**src/rtl/frequency_generator.sv**
```systemverilog
// frequency_generator: emits N (BCD-loaded, 0..99) evenly spaced 1-clk pulses per window of W clocks.
// Defining FREQ_GEN_ONESHOT_EN adds a `oneshot` input that stops the generator after the current window.
module frequency_generator #(
    parameter int BITS           = 12,
    parameter int DEFAULT_PERIOD = 1200,
    parameter int MAX_COUNT      = 99
) (
    input  logic            clk,
    input  logic            reset,
    input  logic [3:0]      ten_count,
    input  logic [3:0]      unit_count,
    input  logic            load,
    input  logic [BITS-1:0] period,
    input  logic            period_load,
`ifdef FREQ_GEN_ONESHOT_EN
    input  logic            oneshot,
`endif
    output logic            signal,
    output logic            busy,
    output logic            window_done
);

    localparam int SW    = BITS + 1;
    localparam int W_MIN = 2 * MAX_COUNT;

    typedef enum logic [1:0] {
        S_IDLE = 2'd0,
        S_ARM  = 2'd1,
        S_RUN  = 2'd2
    } state_t;

    state_t          r_state;
    logic [6:0]      r_n;
    logic [BITS-1:0] r_w;
    logic [6:0]      r_pend_n;
    logic            r_pend_n_v;
    logic [BITS-1:0] r_pend_w;
    logic            r_pend_w_v;
    logic [BITS-1:0] r_acc;
    logic [BITS-1:0] r_cnt;
    logic            r_signal;
    logic            r_busy;
    logic            r_window_done;

    logic [3:0]      w_tens;
    logic [3:0]      w_units;
    logic [6:0]      w_new_n;
    logic [BITS-1:0] w_new_w;
    logic [6:0]      w_eff_n;
    logic            w_eff_n_v;
    logic [BITS-1:0] w_eff_w;
    logic            w_eff_w_v;
    logic [SW-1:0]   w_sum;
    logic            w_hit;
    logic            w_last;
    logic            w_oneshot;

`ifdef FREQ_GEN_ONESHOT_EN
    assign w_oneshot = oneshot;
`else
    assign w_oneshot = 1'b0;
`endif

    assign w_tens  = (ten_count  > 4'd9) ? 4'd9 : ten_count;
    assign w_units = (unit_count > 4'd9) ? 4'd9 : unit_count;
    assign w_new_n = 7'(w_tens) * 7'd10 + 7'(w_units);
    assign w_new_w = (period < BITS'(W_MIN)) ? BITS'(W_MIN) : period;

    // A strobe in the applying cycle itself wins over the older pending value.
    assign w_eff_n   = load ? w_new_n : r_pend_n;
    assign w_eff_n_v = load | r_pend_n_v;
    assign w_eff_w   = period_load ? w_new_w : r_pend_w;
    assign w_eff_w_v = period_load | r_pend_w_v;

    assign w_sum  = {1'b0, r_acc} + SW'(r_n);
    assign w_hit  = (w_sum >= {1'b0, r_w});
    assign w_last = (r_cnt == (r_w - 1'b1));

    always_ff @(posedge clk or negedge reset) begin
        if (!reset) begin
            r_state       <= S_IDLE;
            r_n           <= '0;
            r_w           <= BITS'(DEFAULT_PERIOD);
            r_pend_n      <= '0;
            r_pend_n_v    <= 1'b0;
            r_pend_w      <= '0;
            r_pend_w_v    <= 1'b0;
            r_acc         <= '0;
            r_cnt         <= '0;
            r_signal      <= 1'b0;
            r_busy        <= 1'b0;
            r_window_done <= 1'b0;
        end else begin
            r_signal      <= 1'b0;
            r_window_done <= 1'b0;
            if (load) begin
                r_pend_n   <= w_new_n;
                r_pend_n_v <= 1'b1;
            end
            if (period_load) begin
                r_pend_w   <= w_new_w;
                r_pend_w_v <= 1'b1;
            end
            case (r_state)
                S_IDLE: begin
                    r_busy <= 1'b0;
                    if (period_load) begin
                        r_w        <= w_new_w;
                        r_pend_w_v <= 1'b0;
                    end
                    if (load) begin
                        r_state <= S_ARM;
                        r_busy  <= 1'b1;
                    end
                end
                S_ARM: begin
                    if (w_eff_n_v) r_n <= w_eff_n;
                    if (w_eff_w_v) r_w <= w_eff_w;
                    r_pend_n_v <= 1'b0;
                    r_pend_w_v <= 1'b0;
                    r_acc      <= '0;
                    r_cnt      <= '0;
                    r_state    <= S_RUN;
                    r_busy     <= 1'b1;
                end
                S_RUN: begin
                    r_cnt <= r_cnt + 1'b1;
                    if (w_hit) begin
                        r_acc    <= BITS'(w_sum - {1'b0, r_w});
                        r_signal <= 1'b1;
                    end else begin
                        r_acc <= BITS'(w_sum);
                    end
                    if (w_last) begin
                        r_window_done <= 1'b1;
                        r_acc         <= '0;
                        r_cnt         <= '0;
                        if (w_oneshot) begin
                            // Pending values stay queued for the next ARM.
                            r_state <= S_IDLE;
                            r_busy  <= 1'b0;
                        end else begin
                            if (w_eff_n_v) r_n <= w_eff_n;
                            if (w_eff_w_v) r_w <= w_eff_w;
                            r_pend_n_v <= 1'b0;
                            r_pend_w_v <= 1'b0;
                        end
                    end
                end
                default: begin
                    r_state <= S_IDLE;
                    r_busy  <= 1'b0;
                end
            endcase
        end
    end

    assign signal      = r_signal;
    assign busy        = r_busy;
    assign window_done = r_window_done;

endmodule

```
**config.mk**
```make
export PLATFORM = sky130hd
export DESIGN_NAME = frequency_generator
export DESIGN_NICKNAME = d
export VERILOG_FILES = /design/src/rtl/frequency_generator.sv
export SDC_FILE = /design/constraint.sdc
export NUM_CORES = 1
export LEC_CHECK = 0
export ABC_AREA = 1
export CELL_PAD_IN_SITES_DETAIL_PLACEMENT = 1
export CELL_PAD_IN_SITES_GLOBAL_PLACEMENT = 2
export CORE_UTILIZATION = 32
export CTS_CLUSTER_DIAMETER = 100
export CTS_CLUSTER_SIZE = 14
export DETAILED_ROUTE_END_ITERATION = 12
export GPL_TIMING_DRIVEN = 0
export PLACE_DENSITY_LB_ADDON = 0.1
export REMOVE_ABC_BUFFERS = 1
export SYNTH_ARGS = -nofsm -noshare
export SYNTH_HDL_FRONTEND = slang
export SYNTH_SLANG_ARGS = --single-unit
```
**constraint.sdc**
```tcl
create_clock -name clk -period 3.3 [get_ports clk]
set_clock_uncertainty 0.2 [all_clocks]
set_input_delay 0.66 -clock clk [delete_from_list [all_inputs] [get_ports clk]]
set_output_delay 0.66 -clock clk [all_outputs]
set_load 0.02 [all_outputs]
```
==> out/metrics.cfg <==
[outcome]
status = finished clean

[final_layout]
antenna_cells = 0
final_cell_mix = 210 x nand2_1, 74 x inv_1, 65 x dfrtp_1
final_common_cell = nand2_1
drive_above_1_share = 0.160
utilization = 0.419
layout.nets = 800
area_growth_pct = 27.3

[yosys]
ys_async_sr_fraction = 1.00
synth_top_family_by_area = simple AND/OR/NAND/NOR gates
synth-xor-area-share = 0.0628
yosys_warnings = 0
synth-edff-count = 0
synth_area_mm2 = 0.00502
synth_compound_area_frac = 0.0855
synth_cell_types = 42
yosysSeqAreaShare = 0.345
synth-seq-cells = 69
synthFlopType = dfrtp_1
synthCells = 708
syn_avg_cell_area_um2 = 7.09
yosys.area_share.simple = 0.332
synthMuxAreaShare = 0.00199
synth_fa_ha_area_frac = 0.0908

[global_routing]
grt-ovfl-total = 0
grt_antenna_before_repair = 0
grt_pass1_wl_mm = 24.1
grt_usage = 0.191
grt_pass1_vias = 4808
grt_max_degree = 50

[power]
p_leak_nw = 3.06
peakVddDrop_uv = 426
power.total_mw = 7.37
powerDensity_mw_per_mm2 = 1150

[route]
routed_wl_mm = 14.4
route.detailed.drc = 0
num_vias = 4650
dr.pass1.iters = 4
drt_iter0_markers = 151
wl_per_cell_um = 15.0
postRouteAntennaNets = 0
via_per_inst = 4.86

[clocking]
cts_buffers = 9
htreeDepth = 3
clkTransAtPathRegs_ns = 0.06
insertion_delay_ns = 0.35
hold_buffers = 0
cts_num_sinks = 69
clockBufferDepth = 2
cts_tree = yes
cts_root_buffer = clkbuf_16

[placed_design]
port_buffers = 26
gp_congestion = 0.850
hpwl_mm = 11.0

[sta]
hold_viol = 0
fmax_ghz = 0.311
drv_slew = 0
rsz0062_at_grt = true
post-route-period-util = 0.974
maxSlewHeadroom = 0.325
post-route-min-period_ns = 3.21
worstMarginPinSlew_ns = 1.01
hold-worst-slack_ns = 0.00573
finalSetupViolations = 0

[flow_run]
maxCapViolCount = 0

[worst_setup_path]
critPathMaxFanout = 6
cp.arrival_ns = 3.29
critPathKind = flop to flop
reg2reg_depth = 20
critical_path.startpoint_type = flop
critPathCaptureType = flop
worstPathRequired_ns = 3.38

[die]
std_cell_rows = 45
core_area_mm2 = 0.0153
dieWidth_um = 127
start_util = 0.329
ioPinCount = 27
die_height_um = 127
die-area_mm2 = 0.0162

[hold_path]
hold_path.class = input port to asynchronous set/reset pin

per-stage QoR:
step	std cells	setup WS, ns	setup TNS [ns]	cell area [um2]
finish	957	0.0874	0	6390
floorplan	689	-0.0848	-0.566	4920
global placement	926	-1.25	-100.61	5450
global route	957	-0.147	-1.52	6390
CTS	948	-0.00321	-0.00321	6010
detailed placement	927	-0.975	-21.52	5470
kinds of logic (layout without fill, tap and decap cells):
| logic type | Yosys count | after routing |
|---|---|---|
| XOR/XNOR | 36 | 36 |
| multiplexers | 1 | 1 |
| other | 1 | 1 |
| AND/OR/NAND/NOR | 388 | 389 |
| flip-flops | 69 | 69 |
| buffers and inverters | 102 | 139 |
| AO/OA/AOI/OAI | 77 | 77 |
| adder cells (fa/ha/maj) | 34 | 34 |
what timing repair did:
action	CTS	global route
gates resized for setup	30	62
gates cloned	1	0
pin swaps	8	29
setup buffers	5	9
endpoints found under the setup margin	25	36
report_power, final:
part	internal (mW)	switching [mW]	total [mW]
Combinational	1.95	2.89	4.83
Sequential	1.10	0.288	1.39
Clock	0.755	0.389	1.14
synth_stat cells, drive strengths merged (3+ instances only):
cell | n | area share
fa | 4 | 0.016
o211ai | 5 | 0.0075
nand3 | 55 | 0.058
nand2 | 228 | 0.17
xor2 | 22 | 0.038
xnor2 | 14 | 0.024
o21a | 6 | 0.0090
inv | 82 | 0.061
buf | 9 | 0.012
or2 | 5 | 0.0062
a21oi | 27 | 0.027
nor2 | 68 | 0.054
o21ai | 30 | 0.030
and3 | 3 | 0.0037
nand3b | 4 | 0.0060
a31oi | 4 | 0.0050
dfstp | 4 | 0.021
clkbuf | 10 | 0.0075
dfrtp | 65 | 0.32
nand4 | 21 | 0.026
ha | 30 | 0.075
worst max-delay path: stages, from the launching register on:
cell and delay [ns]:
dfrtp_1 0.39, ha_2 0.21, fa_2 0.38, nand3_2 0.09
nand2_4 0.07, nand4_1 0.09, nand2_2 0.12, xor2_4 0.19
inv_2 0.07, ha_4 0.30, inv_2 0.05, o21ai_4 0.16
nor2_2 0.05, nand3_2 0.08, nand2_1 0.06, nand2_2 0.11
nand2_8 0.10, buf_12 0.15, nand3b_1 0.09, nand3_2 0.08
nand2_1 0.09
sequential cells by signal, summed over array words and instances, names as in the netlist:
name	flops
r_pend_n	7
signal	1
r_w	12
r_pend_w	12
busy	1
r_pend_n_v	1
r_n	7
window_done	1
r_cnt	12
r_pend_w_v	1
r_state	2
r_acc	12
final timing paths:
check	end	slack, ns	from
max in group asynchronous	r_w[5]	2.28	reset
max	r_acc[4]	0.09	r_acc[0]
min in group clk	r_pend_w[2]	0.27	r_pend_w[2]
max reg2reg	r_acc[4]	0.09	r_acc[0]
min	r_cnt[8]	0.006	reset
min reg2reg	r_pend_w[2]	0.27	r_pend_w[2]
area by class of cell:
cell class              instances  area (um2)
multi-input cells             538        3330
fillers                      1865        8870
repair buffers                 41         407
inverters                      83         313
flip-flops and latches         69        1730
well taps                     211         264
clock buffers                  11         243
clock inverters                 4        97.6
per-layer routing:
metal | GRT usage | up-vias | wire length (um)
met2 | 0.313 | 43 | 6810
met3 | 0.0327 | 10 | 391
met5 | 0 | - | 0
met1 | 0.260 | 2262 | 7000
met4 | 0.0504 | 0 | 150
li1 | - | 2335 | -
(Power assumes the default switching activity.)
